File: src/rtl/alu_ctrl_decode_stage.sv
// alu_ctrl_decode_stage
// ID-stage decoder for RV64I (+ optional Zba) that produces the ALU operation
// code, operand-select controls and an illegal flag, and registers them into
// the ID/EX register under a valid/ready handshake.
// Optional feature macro: ZBA_EN (enables sh*add / add.uw / sh*add.uw decode).
module alu_ctrl_decode_stage #(
    parameter int XLEN = 64
) (
    input  logic        clk,
    input  logic        reset,
    input  logic [31:0] InstrD,
    input  logic        ValidD,
    output logic        ReadyD,
    input  logic        FlushE,
    output logic        ValidE,
    input  logic        ReadyE,
    output logic [4:0]  ALUControlE,
    output logic        ALUSrcBE,
    output logic [1:0]  SrcASelE,
    output logic        IllegalE
);

    localparam int SHAMT_W = $clog2(XLEN);

    localparam logic [4:0] ALU_ADD    = 5'b00000;
    localparam logic [4:0] ALU_SUB    = 5'b00001;
    localparam logic [4:0] ALU_AND    = 5'b00010;
    localparam logic [4:0] ALU_OR     = 5'b00011;
    localparam logic [4:0] ALU_XOR    = 5'b00100;
    localparam logic [4:0] ALU_SLL    = 5'b00101;
    localparam logic [4:0] ALU_SRL    = 5'b00110;
    localparam logic [4:0] ALU_SRA    = 5'b00111;
    localparam logic [4:0] ALU_ADDW   = 5'b01000;
    localparam logic [4:0] ALU_SUBW   = 5'b01001;
    localparam logic [4:0] ALU_SLT    = 5'b01010;
    localparam logic [4:0] ALU_SLTU   = 5'b01011;
    localparam logic [4:0] ALU_SLLW   = 5'b01100;
    localparam logic [4:0] ALU_SRLW   = 5'b01101;
    localparam logic [4:0] ALU_SRAW   = 5'b01110;
`ifdef ZBA_EN
    localparam logic [4:0] ALU_SH1ADD   = 5'b10000;
    localparam logic [4:0] ALU_SH2ADD   = 5'b10001;
    localparam logic [4:0] ALU_SH3ADD   = 5'b10010;
    localparam logic [4:0] ALU_ADDUW    = 5'b10011;
    localparam logic [4:0] ALU_SH1ADDUW = 5'b10100;
    localparam logic [4:0] ALU_SH2ADDUW = 5'b10101;
    localparam logic [4:0] ALU_SH3ADDUW = 5'b10110;
`endif

    localparam logic [6:0] OPC_LOAD   = 7'b0000011;
    localparam logic [6:0] OPC_OPIMM  = 7'b0010011;
    localparam logic [6:0] OPC_AUIPC  = 7'b0010111;
    localparam logic [6:0] OPC_OPIMMW = 7'b0011011;
    localparam logic [6:0] OPC_STORE  = 7'b0100011;
    localparam logic [6:0] OPC_OP     = 7'b0110011;
    localparam logic [6:0] OPC_LUI    = 7'b0110111;
    localparam logic [6:0] OPC_OPW    = 7'b0111011;
    localparam logic [6:0] OPC_BRANCH = 7'b1100011;
    localparam logic [6:0] OPC_JALR   = 7'b1100111;
    localparam logic [6:0] OPC_JAL    = 7'b1101111;

    logic [6:0] opcode;
    logic [2:0] funct3;
    logic [6:0] funct7;
    // Bits above the 64-bit shift amount; must be 000000 / 010000 for shifts.
    logic [31-20-SHAMT_W:0] imm_hi;
    logic       unused_fields;

    assign opcode        = InstrD[6:0];
    assign funct3        = InstrD[14:12];
    assign funct7        = InstrD[31:25];
    assign imm_hi        = InstrD[31:20+SHAMT_W];
    assign unused_fields = ^{InstrD[24:15], InstrD[11:7]};

    logic [4:0] dec_code;
    logic       dec_src_b;
    logic [1:0] dec_src_a;
    logic       dec_illegal;

    // Combinational decode of the ID instruction into ALU controls.
    always_comb begin
        dec_code    = ALU_ADD;
        dec_src_b   = 1'b0;
        dec_src_a   = 2'b00;
        dec_illegal = 1'b0;
        case (opcode)
            OPC_OP: begin
                case (funct7)
                    7'b0000000: begin
                        case (funct3)
                            3'b000:  dec_code = ALU_ADD;
                            3'b001:  dec_code = ALU_SLL;
                            3'b010:  dec_code = ALU_SLT;
                            3'b011:  dec_code = ALU_SLTU;
                            3'b100:  dec_code = ALU_XOR;
                            3'b101:  dec_code = ALU_SRL;
                            3'b110:  dec_code = ALU_OR;
                            default: dec_code = ALU_AND;
                        endcase
                    end
                    7'b0100000: begin
                        if (funct3 == 3'b000)      dec_code = ALU_SUB;
                        else if (funct3 == 3'b101) dec_code = ALU_SRA;
                        else                       dec_illegal = 1'b1;
                    end
`ifdef ZBA_EN
                    7'b0010000: begin
                        case (funct3)
                            3'b010:  dec_code = ALU_SH1ADD;
                            3'b100:  dec_code = ALU_SH2ADD;
                            3'b110:  dec_code = ALU_SH3ADD;
                            default: dec_illegal = 1'b1;
                        endcase
                    end
`endif
                    default: dec_illegal = 1'b1;
                endcase
            end
            OPC_OPIMM: begin
                dec_src_b = 1'b1;
                case (funct3)
                    3'b000: dec_code = ALU_ADD;
                    3'b010: dec_code = ALU_SLT;
                    3'b011: dec_code = ALU_SLTU;
                    3'b100: dec_code = ALU_XOR;
                    3'b110: dec_code = ALU_OR;
                    3'b111: dec_code = ALU_AND;
                    3'b001: begin
                        if (imm_hi == 6'b000000) dec_code = ALU_SLL;
                        else                     dec_illegal = 1'b1;
                    end
                    default: begin
                        if (imm_hi == 6'b000000)      dec_code = ALU_SRL;
                        else if (imm_hi == 6'b010000) dec_code = ALU_SRA;
                        else                          dec_illegal = 1'b1;
                    end
                endcase
            end
            OPC_OPW: begin
                case ({funct7, funct3})
                    {7'b0000000, 3'b000}: dec_code = ALU_ADDW;
                    {7'b0000000, 3'b001}: dec_code = ALU_SLLW;
                    {7'b0000000, 3'b101}: dec_code = ALU_SRLW;
                    {7'b0100000, 3'b000}: dec_code = ALU_SUBW;
                    {7'b0100000, 3'b101}: dec_code = ALU_SRAW;
`ifdef ZBA_EN
                    {7'b0000100, 3'b000}: dec_code = ALU_ADDUW;
                    {7'b0010000, 3'b010}: dec_code = ALU_SH1ADDUW;
                    {7'b0010000, 3'b100}: dec_code = ALU_SH2ADDUW;
                    {7'b0010000, 3'b110}: dec_code = ALU_SH3ADDUW;
`endif
                    default:              dec_illegal = 1'b1;
                endcase
            end
            OPC_OPIMMW: begin
                // Exact funct7 match rejects imm[5] = 1 on the W shifts (and slli.uw).
                dec_src_b = 1'b1;
                case ({funct7, funct3}) inside
                    {7'b???????, 3'b000}: dec_code = ALU_ADDW;
                    {7'b0000000, 3'b001}: dec_code = ALU_SLLW;
                    {7'b0000000, 3'b101}: dec_code = ALU_SRLW;
                    {7'b0100000, 3'b101}: dec_code = ALU_SRAW;
                    default:              dec_illegal = 1'b1;
                endcase
            end
            OPC_LOAD: begin
                dec_src_b = 1'b1;
                if (funct3 == 3'b111) dec_illegal = 1'b1;
            end
            OPC_STORE: begin
                dec_src_b = 1'b1;
                if (funct3[2]) dec_illegal = 1'b1;
            end
            OPC_JALR: begin
                dec_src_b = 1'b1;
                if (funct3 != 3'b000) dec_illegal = 1'b1;
            end
            // auipc computes PC + immediate.
            OPC_AUIPC: begin
                dec_src_a = 2'b01;
                dec_src_b = 1'b1;
            end
            OPC_LUI: begin
                dec_src_a = 2'b10;
                dec_src_b = 1'b1;
            end
            OPC_JAL: dec_src_a = 2'b01;
            OPC_BRANCH: begin
                case (funct3)
                    3'b000, 3'b001: dec_code = ALU_SUB;
                    3'b100, 3'b101: dec_code = ALU_SLT;
                    3'b110, 3'b111: dec_code = ALU_SLTU;
                    default:        dec_illegal = 1'b1;
                endcase
            end
            default: dec_illegal = 1'b1;
        endcase
        // Undecodable instructions travel as a plain add so EX can trap cleanly.
        if (dec_illegal) begin
            dec_code  = ALU_ADD;
            dec_src_b = 1'b0;
            dec_src_a = 2'b00;
        end
    end

    logic       valid_q, valid_d;
    logic [4:0] alu_ctrl_q, alu_ctrl_d;
    logic       src_b_q, src_b_d;
    logic [1:0] src_a_q, src_a_d;
    logic       illegal_q, illegal_d;
    logic       ready_d;

    assign ready_d = !valid_q || ReadyE;

    // Next-state of the ID/EX register: flush kills, otherwise load on a free slot.
    always_comb begin
        valid_d    = valid_q;
        alu_ctrl_d = alu_ctrl_q;
        src_b_d    = src_b_q;
        src_a_d    = src_a_q;
        illegal_d  = illegal_q;
        if (FlushE) begin
            valid_d   = 1'b0;
            illegal_d = 1'b0;
        end else if (ready_d) begin
            valid_d = ValidD;
            if (ValidD) begin
                alu_ctrl_d = dec_code;
                src_b_d    = dec_src_b;
                src_a_d    = dec_src_a;
                illegal_d  = dec_illegal;
            end
        end
    end

    // ID/EX register with synchronous reset that overrides flush and transfers.
    always_ff @(posedge clk) begin
        if (reset) begin
            valid_q    <= 1'b0;
            alu_ctrl_q <= 5'b00000;
            src_b_q    <= 1'b0;
            src_a_q    <= 2'b00;
            illegal_q  <= 1'b0;
        end else begin
            valid_q    <= valid_d;
            alu_ctrl_q <= alu_ctrl_d;
            src_b_q    <= src_b_d;
            src_a_q    <= src_a_d;
            illegal_q  <= illegal_d;
        end
    end

    assign ReadyD      = ready_d;
    assign ValidE      = valid_q;
    assign ALUControlE = alu_ctrl_q;
    assign ALUSrcBE    = src_b_q;
    assign SrcASelE    = src_a_q;
    assign IllegalE    = illegal_q;

endmodule
File: config.mk
export PLATFORM = sky130hd
export DESIGN_NAME = alu_ctrl_decode_stage
export DESIGN_NICKNAME = d
export VERILOG_FILES = /design/src/rtl/alu_ctrl_decode_stage.sv
export SDC_FILE = /design/constraint.sdc
export NUM_CORES = 1
export LEC_CHECK = 0
export ABC_CLOCK_PERIOD_IN_PS = 2700
export BUFFER_PORTS_ARGS = -buffer_cell sky130_fd_sc_hd__buf_2
export CAP_MARGIN = 20
export CORE_ASPECT_RATIO = 0.8
export CORE_MARGIN = 2
export CORE_UTILIZATION = 46
export CTS_CLUSTER_DIAMETER = 40
export DETAILED_ROUTE_END_ITERATION = 10
export PLACE_DENSITY_LB_ADDON = 0.12
export SYNTH_ARGS = -nofsm -noshare
export SYNTH_HDL_FRONTEND = slang
export SYNTH_SLANG_ARGS = --single-unit
File: constraint.sdc
create_clock -name clk -period 2.7 [get_ports clk]
set_clock_uncertainty 0.15 [all_clocks]
set_input_delay 0.27 -clock clk [delete_from_list [all_inputs] [get_ports clk]]
set_output_delay 0.27 -clock clk [all_outputs]
set_load 0.05 [all_outputs]
; After elaboration in Yosys (flattened, before gate mapping)
; Index checks and enable logic that the tools add are counted.
[totals]
regBits = 10
inputBits = 37
output_inout_bits = 11
elab_cells = 86
[classes]
n_eq_ne = 24
n_mux = 37
n_bitwise = 1
reduce_logical = 19
[op_table]
columns = op, n
row1 = 4-bit case mux with 7 select lines, 2
row2 = 7-bit by 6-bit == test with 1-bit output (second input constant), 5
row3 = 5-bit case mux with 5 select lines, 1
row4 = 7-bit by 5-bit == test with 1-bit output (second input constant), 3
row5 = 7-bit == test (second input constant), 3
row6 = 10-bit by 9-bit == test with 1-bit output (second input constant), 2
row7 = 4-bit case mux with 5 select lines, 1
row8 = 1-bit 2-to-1 mux, 16
row9 = 4-bit 2-to-1 mux, 4
row10 = 3-bit 2-to-1 mux, 5
row11 = 3-bit == test (second input constant), 4
row12 = 4-bit case mux with 3 select lines, 1
row13 = 6-bit OR reduction, 2
row14 = 10-bit by 1-bit == test with 1-bit output (second input constant), 1
row15 = 10-bit by 3-bit == test with 1-bit output (second input constant), 1
row16 = 10-bit zero test, 1
row17 = 2-bit OR reduction, 5
row18 = 1-bit case mux with 9 select lines, 1
row19 = 4-bit case mux with 2 select lines, 1
row20 = 7-bit by 2-bit == test with 1-bit output (second input constant), 1
row21 = 7-bit zero test, 1
row22 = 7-bit OR reduction, 1
row23 = 3-bit by 2-bit == test with 1-bit output (second input constant), 2
row24 = 6-bit by 5-bit == test with 1-bit output (second input constant), 1
row25 = other kinds (15), 16

; Longest topological paths before layout
[logic_depth]
ltp_word = 7
ltp_mapped = 8
depth_no_buf = 7

; Worst setup path after synthesis
; Ideal clock, no wire load.
[synth_path]
path_kind = input-to-reg
from = input InstrD[26]
to = register alu_ctrl_q[2], in the netlist ALUControlE[2]
setup_time_ps = 96
t_arrival_ps = 2068
t_required_ps = 2454
slack_ps = 386
cell_stages = 8
path_buffers = 1
cell_sequence = or3_4 -> or4_4 -> buf_6 -> o2bb2ai_2 -> and3_4 -> a211oi_4 -> nand2_2 -> o41ai_2
[synth_between]
elab_chain_cells = 7
elab_cells_between_ends = 33
classes_between = eq/ne (6) / mux (23) / reduce/logical (4)
[synth_lines]
columns = item, line_no
row1 = "start, declared", 11  ; input logic [31:0] InstrD,
row2 = 10-bit by 9-bit == test with 1-bit output, 140  ; case ({funct7, funct3})
row3 = 1-bit 2-to-1 mux or 4-bit 2-to-1 mux (tied branches) (4 in a row), 158  ; case ({funct7, funct3}) inside
row4 = 1-bit case mux with 9 select lines or 5-bit case mux with 5 select lines (tied branches), 86  ; case (opcode)
row5 = 5-bit 2-to-1 mux *, 199  ; if (dec_illegal) begin
row6 = "end signal, assigned", 246  ; alu_ctrl_q <= alu_ctrl_d;
row7 = "end, declared", 207  ; logic [4:0] alu_ctrl_q, alu_ctrl_d;
; Every way passes the cells marked *; elsewhere a longest branch is shown, timed or not.
; A chain may end at the register's enable or synchronous reset.

; Worst setup path in the final report
; Same ends and word-level chain as after synthesis.

==> key figures <==
Drt
  – Iter 0 DRT Violations: slightly above 50
  – Post-route ant nets: 0
  – Post-route DRC: 0
  – Via density: approximately 6.3
  – Drt pass-1 iters: 4
  – Per-cell routed wire length: around 15 µm
  – Wirelength, routed: around 2.9 mm
  – Total vias in the final route: about 1200

Worst setup path
  – Crit path cell chain: buf_2 > or3_4 > or4_4 > o2bb2ai_2 > and3_4 > a211oi_4 > nand2_2 > o41ai_2
  – CP Launch Point: InstrD[26]
  – Max incr delay on CP: between 0.4 and 0.5 ns
  – CP bufs+invs: 1
  – Crit. End Element: flop
  – Crit path required time: between 2 and 3 ns
  – Top delay family on crit path: simple AND/OR/NAND/NOR gates
  – CP max-delay cell: or4_4
  – Startpoint type of the worst setup path: input port
  – CP max FO: 5
  – CP Class: input port to flop
  – Worst EP arrival: 2.21 ns
  – Critical R2R Launch: ValidE$_SDFFE_PP0N_

Clock tree
  – Clk sinks: 9
  – Cts hold-fix bufs: 0
  – CTS root buffer: clkbuf_4
  – TritonCTS Buffers: 3
  – Post-CTS setup buffers: 0
  – CTS tree: done
  – Htree depth: 1
  – # resized after CTS: 0
  – Worst-Skew Late Latency: between 0.2 and 0.3 ns
  – Bufs on Longest Clock Path: 2
  – Worst-path clk slew: around 0.060 ns

Timing
  – RSZ-0062 raised after global routing: false
  – Worst hold margin: between 0.03 and 0.04 ns
  – Fmax: approximately 0.46 GHz
  – Max-slew violation count: 0
  – Count of final hold-check violations: 0
  – Final setup fails: 0
  – Period utilization: 0.809
  – Min cycle time layout: 2.18 ns
  – Final setup TNS: 0 ns

Global routing
  – Largest net degree at the start of global routing: 16
  – GRT Total Usage: 0.233
  – Number of global-route vias before repair: around 1000
  – Total grt overflow: 0
  – Global-route wire length before repair: approximately 4.7 mm
  – Antenna violations before repair: 0

Synthesis
  – Post-synth top cells: nor2_1, a21oi_1, dfxtp_1, nand2_1, clkbuf_1
  – Synthesized area per cell: just over 7 µm²
  – #FFs+latches synth: 9
  – Post-synth EDFFs: 0
  – Top-area cell type share of the netlist area: 0.178
  – Count of cell types in the netlist: 55
  – Most frequent cell after synthesis: nor2_1
  – Mapped Area: 1010 µm²
  – Post-synthesis sequential area ratio: 0.178
  – Syn Inst Count: around 140
  – Largest area contributor in the netlist: dfxtp_1
  – Largest cells by area after synthesis: dfxtp_1, nor2_1, a21oi_1
  – Async set-reset flop share out of synthesis: 0
  – Syn_nets: between 150 and 200
  – Synth Flop Type: dfxtp_1
  – Yosys warnings: 0

Layout
  – Area of the multi-input gates: 759 µm²
  – Syn-to-layout area delta: 18.1%
  – Nets: slightly above 200
  – Fin util: 0.563
  – Register Area: about 180 µm²
  – Share of cells above drive strength 1: 0.289
  – Post-Layout Cell Count: about 190
  – Number of fill cells: roughly 220
  – Diodes inserted: 0

Pwr
  – VDD IR max: 0.000361 V
  – Total power: around 0.35 mW
  – LEAKAGE: 0.456 nW
  – Power per cell area: slightly below 300 nW/µm²

Outcome
  – Status: completed

Floorplan
  – Initial Util: 0.477
  – # rows: 15
  – Core area: around 2100 µm²
  – Die height: ~46 µm
  – Die W: around 56 µm
  – Die ar.: around 2600 µm²
  – I/O pins: 48

Place
  – Post-DP HPWL: approximately 2.3 mm
  – Port Buf Inserts: 31
  – Placer Congestion: roughly 0.94
  – Post-Place Cells: about 190

Min path
  – HP Start: FlushE
  – Hold Path Class: input port to flop

Run
  – Max cap viols: 0
cell families after synthesis:
group,after synthesis,share of synthesized area
and+or+nand+nor,68,0.400
AOI/OAI and AO/OA,43,0.321
buffers and inverters,15,0.0705
DFF,9,0.178
xor gates and xnor gates,2,0.0173
muxes,1,0.00990
other,1,0.00371
layer usage:
metal	global-route usage	vias to the layer above	share of wire
met2	0.409	45	0.49
met3	0.0426	0	0.064
li1	-	579	-
met5	0	-	0
met4	0.0286	0	0
met1	0.310	571	0.45
final cells by class:
type / instances / area share
clock buffers: 4 / 0.0220
multi-input cells: 115 / 0.636
well taps: 25 / 0.0262
inverters: 3 / 0.00943
flip-flops and latches: 9 / 0.151
repair buffers: 35 / 0.155
flip-flops by register name, summed over array words and instances, names as in the netlist:
name,flops
ValidE,1
SrcASelE,2
ALUControlE,4
IllegalE,1
ALUSrcBE,1
layout by cell type (no fill, tap or decap), drive strengths merged, types with 2 or more instances in the layout:
master | synthesis | routed
nand4bb | 2 | 2
or3 | 6 | 6
a31oi | 2 | 2
inv | 3 | 3
nand3b | 4 | 4
a211oi | 3 | 3
nand2 | 10 | 10
nor2b | 3 | 3
a41oi | 2 | 2
nand2b | 4 | 4
o41ai | 2 | 2
o21ai | 6 | 6
nor2 | 15 | 15
or4 | 2 | 2
clkbuf | 8 | 4
nand4 | 3 | 3
buf | 4 | 35
a21oi | 11 | 11
dfxtp | 9 | 9
a22oi | 4 | 4
and3b | 2 | 2
nor3 | 6 | 6
o21a | 2 | 2
nand3 | 5 | 5
per-stage QoR:
stage                     setup slack [ns]  instance area, µm²
after floorplan                      0.386                1010
after global placement               0.253                1170
after detailed placement             0.245                1170
after CTS                            0.515                1190
after global routing                 0.419                1190
final                                0.516                1190
report_power, final:
part / total (mW) / internal [mW] / switching [mW]
sequential: 0.135 / 0.134 / 0.000658
clock: 0.109 / 0.0572 / 0.0514
combinational: 0.111 / 0.0385 / 0.0721
worst paths after layout:
path	slack [ns]	end	cells after the start
hold reg to reg	0.31	ALUControlE[1]$_SDFFE_PP0P_	2
setup / recovery	0.52	ALUControlE[2]$_SDFFE_PP0P_	8
hold / removal	0.03	ValidE$_SDFFE_PP0N_	2
setup reg to reg	0.89	ALUControlE[2]$_SDFFE_PP0P_	5
(Power assumes the default switching activity.)
